<file path="src/rtl/run_sequencer.sv">
// rtl/run_sequencer.sv - Run/Done sequencer for processador_multiciclo driven by a debounced step key
// Supports single-step, continuous and run-to-count operation with a Done watchdog.
module run_sequencer #(
    parameter int DEBOUNCE_CYCLES = 16,
    parameter int TIMEOUT_CYCLES  = 64,
    parameter int CNT_W           = 16
) (
    input  logic             Clock,
    input  logic             Reset,
    input  logic             StepKey,
    input  logic [1:0]       Mode,
    input  logic [CNT_W-1:0] Limit,
    input  logic             Done,
    output logic             Run,
    output logic             Busy,
    output logic             Halted,
    output logic             Timeout,
    output logic [CNT_W-1:0] InstrCount,
    output logic [2:0]       State
);
    localparam int DB_W = $clog2(DEBOUNCE_CYCLES + 1);
    localparam int TM_W = $clog2(TIMEOUT_CYCLES + 1);

    typedef enum logic [2:0] {
        S_IDLE      = 3'd0,
        S_ISSUE     = 3'd1,
        S_WAIT_DONE = 3'd2,
        S_GAP       = 3'd3,
        S_HALT      = 3'd4,
        S_FAULT     = 3'd5
    } state_t;

    state_t            state;
    state_t            next_state;
    logic              sync1;
    logic              sync2;
    logic              key_level;
    logic [DB_W-1:0]   db_cnt;
    logic              step_pulse;
    logic [TM_W-1:0]   timer;
    logic [CNT_W-1:0]  run_count;
    logic              stop_req;
    logic              stop_eff;

    // Key level only flips after a full run of disagreeing samples; a press emits one pulse.
    always_ff @(posedge Clock) begin
        if (Reset) begin
            sync1      <= 1'b1;
            sync2      <= 1'b1;
            key_level  <= 1'b1;
            db_cnt     <= '0;
            step_pulse <= 1'b0;
        end else begin
            sync1      <= StepKey;
            sync2      <= sync1;
            step_pulse <= 1'b0;
            if (sync2 != key_level) begin
                if (db_cnt == DB_W'(DEBOUNCE_CYCLES - 1)) begin
                    key_level  <= sync2;
                    db_cnt     <= '0;
                    step_pulse <= key_level;
                end else begin
                    db_cnt <= db_cnt + 1'b1;
                end
            end else begin
                db_cnt <= '0;
            end
        end
    end

    always_ff @(posedge Clock) begin
        if (Reset) begin
            state <= S_IDLE;
        end else begin
            state <= next_state;
        end
    end

    // A press landing in GAP itself still counts as a stop request.
    assign stop_eff = stop_req | step_pulse;

    always_comb begin
        next_state = state;
        case (state)
            S_IDLE: begin
                if (step_pulse) begin
                    case (Mode)
                        2'b01, 2'b10: next_state = S_ISSUE;
                        2'b11:        if (Limit != '0) next_state = S_ISSUE;
                        default:      next_state = S_IDLE;
                    endcase
                end
            end
            S_ISSUE:     next_state = S_WAIT_DONE;
            S_WAIT_DONE: begin
                if (Done) begin
                    next_state = S_GAP;
                end else if (timer == TM_W'(TIMEOUT_CYCLES - 1)) begin
                    next_state = S_FAULT;
                end
            end
            S_GAP: begin
                case (Mode)
                    2'b10:   next_state = stop_eff ? S_IDLE : S_ISSUE;
                    2'b11:   next_state = (run_count == Limit) ? S_HALT : S_ISSUE;
                    default: next_state = S_IDLE;
                endcase
            end
            S_HALT:  if (step_pulse) next_state = S_IDLE;
            S_FAULT: if (Mode == 2'b00) next_state = S_IDLE;
            default: next_state = S_IDLE;
        endcase
    end

    always_ff @(posedge Clock) begin
        if (Reset) begin
            timer      <= '0;
            run_count  <= '0;
            stop_req   <= 1'b0;
            InstrCount <= '0;
        end else begin
            case (state)
                S_IDLE: begin
                    if (step_pulse && Mode == 2'b11 && Limit != '0) run_count <= '0;
                end
                S_ISSUE: timer <= '0;
                S_WAIT_DONE: begin
                    timer <= timer + 1'b1;
                    if (Done) begin
                        InstrCount <= InstrCount + 1'b1;
                        run_count  <= run_count + 1'b1;
                    end
                end
                S_HALT: begin
                    if (step_pulse) run_count <= '0;
                end
                default: ;
            endcase
            if (state == S_GAP) begin
                stop_req <= 1'b0;
            end else if (step_pulse && (state == S_ISSUE || state == S_WAIT_DONE)) begin
                stop_req <= 1'b1;
            end
        end
    end

    always_comb begin
        Run     = (state == S_ISSUE);
        Busy    = (state == S_ISSUE) || (state == S_WAIT_DONE) || (state == S_GAP);
        Halted  = (state == S_HALT);
        Timeout = (state == S_FAULT);
        State   = state;
    end
endmodule

</file>
<file path="config.mk">
export PLATFORM = sky130hd
export DESIGN_NAME = run_sequencer
export DESIGN_NICKNAME = d
export VERILOG_FILES = /design/src/rtl/run_sequencer.sv
export SDC_FILE = /design/constraint.sdc
export NUM_CORES = 1
export LEC_CHECK = 0
export ABC_AREA = 1
export BUFFER_PORTS_ARGS = -buffer_cell sky130_fd_sc_hd__buf_2
export CAP_MARGIN = 20
export CORE_ASPECT_RATIO = 2
export CORE_UTILIZATION = 62
export CTS_CLUSTER_DIAMETER = 150
export DETAILED_ROUTE_END_ITERATION = 12
export GPL_TIMING_DRIVEN = 0
export PLACE_DENSITY = 0.86
export SYNTH_ARGS = -nofsm -noshare
export SYNTH_HDL_FRONTEND = slang
export SYNTH_SLANG_ARGS = --single-unit
</file>
<file path="constraint.sdc">
create_clock -name Clock -period 2.45 [get_ports Clock]
set_clock_uncertainty 0.2 [all_clocks]
set_input_delay 0.6125 -clock Clock [delete_from_list [all_inputs] [get_ports Clock]]
set_output_delay 0.6125 -clock Clock [all_outputs]
set_load 0.01 [all_outputs]
</file>
# After elaboration in Yosys (flattened, before gate mapping)

Index checks and enable logic that the tools add are counted.

Bits in registers: 52
Input bits: 22
Word-level logic and storage cells: 70

Add/subtract/negate cells: 4
Equal/unequal tests: 19
Mux-type cells: 16
Bitwise logic cells: 3
Reduce and logical (&&, ||, !) cells: 18

Operators with widths:

| operator                | number |
|---|---|
| $mux W16                | 3 |
| $pmux W16 S3            | 1 |
| $add A16 B1 Y16 const B | 2 |
| $mux W3                 | 7 |
| $pmux W3 S6             | 1 |
| $eq A16 B16 Y1          | 1 |
| $reduce_bool A16 Y1     | 1 |
| $pmux W7 S2             | 1 |
| $pmux W3 S2             | 2 |
| $add A7 B1 Y7 const B   | 1 |
| $eq A7 B6 Y1 const B    | 1 |
| $eq A3 B2 Y1 const B    | 2 |
| $eq A3 B3 Y1 const B    | 2 |
| $ne A2 B2 Y1 const B    | 3 |
| $ne A3 B3 Y1 const B    | 2 |
| $reduce_or A3 Y1        | 2 |
| $add A5 B1 Y5 const B   | 1 |
| $eq A5 B4 Y1 const B    | 1 |
| $reduce_and A5 Y1       | 1 |
| $eq A2 B2 Y1 const B    | 2 |
| $ne A2 B1 Y1 const B    | 2 |
| $reduce_and A2 Y1       | 2 |
| $reduce_and A4 Y1       | 1 |
| $reduce_or A2 Y1        | 2 |
| other kinds (12)        | 16 |

# Depth between registers and ports, before layout

Depth in word-level cells: 5
Gate-level depth with buffers: 11

# Worst setup path before layout

OpenSTA, ideal clock, no wires.

Path type: input-to-reg
Start: input Limit[4]
End: register run_count[15]
Arrival time: 1.550 ns
Required time: 2.117 ns
Setup slack: 0.566 ns
Cell stages on the path: 11
Buffers on the path: 1
Cell sequence: nor2_1 nand3_1 nor2_1 nand2_1 nand3_1 nand2_1 nand2_4 clkinv_2 buf_12 nand2_2 a21oi_2

Cells in the longest elaborated chain, start to end: 4

RTL lines:

| what                        | line | RTL |
|---|---|---|
| start: declaration          | 12   | `input logic [CNT_W-1:0] Limit,` |
| $reduce_bool A16 Y1         | 124  | `if (step_pulse && Mode == 2'b11 && Limit != '0) run_count <= '0;` |
| $logic_and A1 B1 Y1         | 124  |  |
| $ne A2 B2 Y1 (no line)      | -    |  |
| $reduce_and A4 Y1 (no line) | -    |  |
| end signal: assignment      | 131  | `run_count <= run_count + 1'b1;` |
| end: declaration            | 41   | `logic [CNT_W-1:0] run_count;` |

Every way passes these cells.
A chain may end at the register's enable or synchronous reset.

# Worst setup path in the final report

Start: register state[1] (netlist: State[1])
End: output Halted

Cells in the longest elaborated chain, start to end: 1

RTL lines:

| what                     | line | RTL |
|---|---|---|
| start: declaration       | 33   | `state_t state;` |
| start signal: assignment | 75   | `state <= next_state;` |
| $eq A3 B3 Y1             | 150  | `Halted = (state == S_HALT);` |
| end: declaration         | 16   | `output logic Halted,` |

Every way passes these cells.

==> metrics.txt <==
number of vias per cell=5.50; number of buffers on the longest clock path=2; via count of the first global-routing pass=3000; cell-internal power=1.24 mW; Post-synth EDFFs=0; detailed-routed wire length on met3=333 um; synthesized flop and latch total=52; Vias=3129; post-detailed-route wirelength per cell=13.3 um; ports placed on the boundary=45; effective utilization at floorplan=0.651; # nets final=540; number of inserted diodes=0; WP data required=1640 ps; worst max-slew margin expressed relative to the limit=0.550; worst voltage drop across the vdd grid=0.592 mV; FF-to-FF End=InstrCount[12]; Non-Filler Instances=569; number of input and output port buffers inserted=44; cell type group with the largest total delay on the critical path=flip-flops; Inserted Clock Buffers=5; sum of negative setup slack=0 ps; die extent in x=51.6 um; Antenna Nets Post-Route=0; highest-count cells in the layout ignoring fill and taps=sky130_fd_sc_hd__nand2_1, sky130_fd_sc_hd__nor2_1, sky130_fd_sc_hd__inv_1; instance area after placement=3340 um2; Final Wtd Congestion=0.943; synthesized netlist net count=489; count of cells along the worst register-to-register path=10; Critical path buffers and inverters=2; overall overflow remaining after global route=0; startpoint of the most critical register-to-register path=State[2]; cell at the root of the clock tree=sky130_fd_sc_hd__clkbuf_8; met1 wire length=2.72 mm; fraction of registers with async set or reset after synthesis=0; total instance count after detailed placement=561; CP Launch Point=State[1]; later-pin clock latency in the skew report=310 ps; Post-Syn Area per Cell=6.61 um2; buffers inserted by post-CTS timing repair=0; critical path endpoint=Halted; DRC errors left=0; RSZ-0062 raised after global routing=false; combined flip-flop and latch cell area=1040 um2; peak fanout along the critical path=6; type of the most critical hold path=reg -> reg; crit path capture type=output port; minimum clock period after layout=2100 ps; category of the critical setup timing path=reg -> out; Pins Over Slew Limit=0; number of buffers inserted for hold repair after clock tree synthesis=0; DRC marker count from the first detailed-route iteration=89; number of instances in the synthesized netlist=462; routed wire length=7.55 mm; CTS H-tree depth=2; area of the core=4690 um2; crit path cell chain=nor2_1 -> inv_2 -> nor2_1 -> buf_2; sw frac=0.215; Slowest cell on crit path=sky130_fd_sc_hd__dfxtp_1; number of cells on the critical path=4; count of different cell masters after synthesis=37; area of the multi-input gates=1710 um2; critical path launch point type=register; post-cts resize count=0; die area=5220 um2; min setup slack post-route=354 ps; clock transition at the register clock pins on the worst setup and hold paths after CTS=90 ps; clock group share of total power=0.409; detailed-router iteration count before antenna repair=5; Achievable Freq=477 MHz; total leakage power=1.47 nW; count of cells along the worst hold path=1; number of antenna violations at the first check in global routing=0; layout overhead on the synthesized area=13.6%; Top Layer Used=met4; power share of the sequential group=0.538; Arrival @ worst endpoint=1280 ps; Most used DFF post-synth=sky130_fd_sc_hd__dfxtp_1; count of endpoints failing setup in the final report=0; total half-perimeter wirelength after legalization and detailed placement=5.86 mm; final hold viol count=0; relative contribution of combinational cells to total power=0.053; CTS tree=done; GRT Resource Usage Total=0.307; global-route wire length before repair=12.2 mm; slew at the pin closest to its max-slew limit=675 ps; result of the run=finished clean; worst slack after detailed placement=183 ps; cell mode on critical path=sky130_fd_sc_hd__nor2_1; Net Switching=338 uW; worst reg2reg setup slack=430 ps; # fillers=406; Rows=35; Critical Path Max Stage Delay=390 ps; final worst path period share=0.855; Die H=101 um; proportion of layout cells with a drive suffix above 1=0.187; PD cells=454 nW/um2; Yosys warning total=0; post-synthesis cell area=3050 um2; Seq/Total Area, Yosys=0.341; clock tree sinks=52; summed area of non-filler cells in the final layout=3470 um2; met2 routed wirelength=4.04 mm; most frequent standard cell in the layout excluding fill and tap cells=sky130_fd_sc_hd__nand2_1; number of max-cap violations=0; pin count of the biggest net entering global routing=16
[synthesized netlist by cell type (2+ instances only)]
library cell               instances  share of area
sky130_fd_sc_hd__a21oi_2          11          0.032
sky130_fd_sc_hd__nor2_1           64          0.079
sky130_fd_sc_hd__nor3_2            2         0.0066
sky130_fd_sc_hd__nor2_2            2         0.0041
sky130_fd_sc_hd__nand2_1         115           0.14
sky130_fd_sc_hd__a221oi_1          2         0.0057
sky130_fd_sc_hd__a211oi_1          2         0.0049
sky130_fd_sc_hd__or2_2             5          0.010
sky130_fd_sc_hd__nand3_1          25          0.041
sky130_fd_sc_hd__clkbuf_1          5         0.0062
sky130_fd_sc_hd__nand2_4           2         0.0074
sky130_fd_sc_hd__a21oi_1          26          0.043
sky130_fd_sc_hd__nor4_1            2         0.0041
sky130_fd_sc_hd__nor2_4            2         0.0074
sky130_fd_sc_hd__xor2_1           14          0.040
sky130_fd_sc_hd__nand2_2          12          0.025
sky130_fd_sc_hd__inv_1            63          0.077
sky130_fd_sc_hd__inv_2             2         0.0025
sky130_fd_sc_hd__nand4_1           4         0.0082
sky130_fd_sc_hd__o21ai_0          15          0.025
sky130_fd_sc_hd__dfxtp_1          52           0.34
sky130_fd_sc_hd__ha_1              5          0.021
sky130_fd_sc_hd__nor3_1           13          0.021
sky130_fd_sc_hd__o21ai_1           3         0.0049
sky130_fd_sc_hd__nor3b_1           2         0.0049
[layout make-up]
cell class              instances  share of cell area
well taps                      55              0.0198
flip-flops and latches         52               0.300
repair buffers                 44              0.0635
plain buffers                   7              0.0134
multi-input cells             336               0.493
clock inverters                 1             0.00866
inverters                      67              0.0736
clock buffers                   7              0.0278
[worst reg2reg max path: cells and delay by family, from the launching register on]
family	cells	cell delay, ps
DFF	1	380
buffers and inverters	1	130
and+or+nand+nor	7	1010
AOI/OAI and AO/OA	2	170
[worst min-delay path by stage]
| stage | start | endpoint | slack (ps) |
|---|---|---|---|
| floorplan | sync1 | sync2 | 190 |
| global placement | sync1 | sync2 | 190 |
| detailed placement | sync1 | sync2 | 200 |
| CTS | sync1 | sync2 | 220 |
| global route | sync1 | sync2 | 250 |
| finish | sync1 | sync2 | 220 |
[power groups by stage]
| stage | Combinational [mW] | Sequential [mW] | Clock (mW) |
|---|---|---|---|
| after floorplan | 0.0447 | 0.867 | 0 |
| after global placement | 0.0788 | 0.867 | 0 |
| after detailed placement | 0.0813 | 0.868 | 0 |
| after CTS | 0.0822 | 0.848 | 0.648 |
| after global routing | 0.0916 | 0.849 | 0.686 |
| final | 0.0831 | 0.848 | 0.644 |
[cell families after synthesis]
| group | Yosys count | share of synthesized area |
|---|---|---|
| AO/OA/AOI/OAI | 64 | 0.127 |
| XOR/XNOR | 15 | 0.0431 |
| adder cells (fa/ha/maj) | 5 | 0.0205 |
| buffers and inverters | 74 | 0.0988 |
| flip-flops | 52 | 0.341 |
| AND/OR/NAND/NOR | 252 | 0.370 |
[stage by stage]
| step | hold WS, ps | power, mW | util |
|---|---|---|---|
| after global routing | 250 | 1.63 | 0.740 |
| final | 219 | 1.58 | 0.740 |
| after detailed placement | 201 | 0.949 | 0.713 |
| after CTS | 222 | 1.58 | 0.740 |
| after global placement | 194 | 0.946 | 0.713 |
| after floorplan | 189 | 0.912 | - |
[registers in the layout (all words and copies together), names as in the netlist]
name        cells
key_level       1
stop_req        1
step_pulse      1
InstrCount     16
State           3
sync2           1
run_count      16
timer           7
db_cnt          5
sync1           1
[metal layers]
metal | vias to the layer above | GRT usage
met2 | 112 | 0.580
met4 | 0 | 0.227
met5 | - | 0
met3 | 37 | 0.0375
li1 | 1562 | -
met1 | 1418 | 0.284
Power figures use the tool's default switching activity.
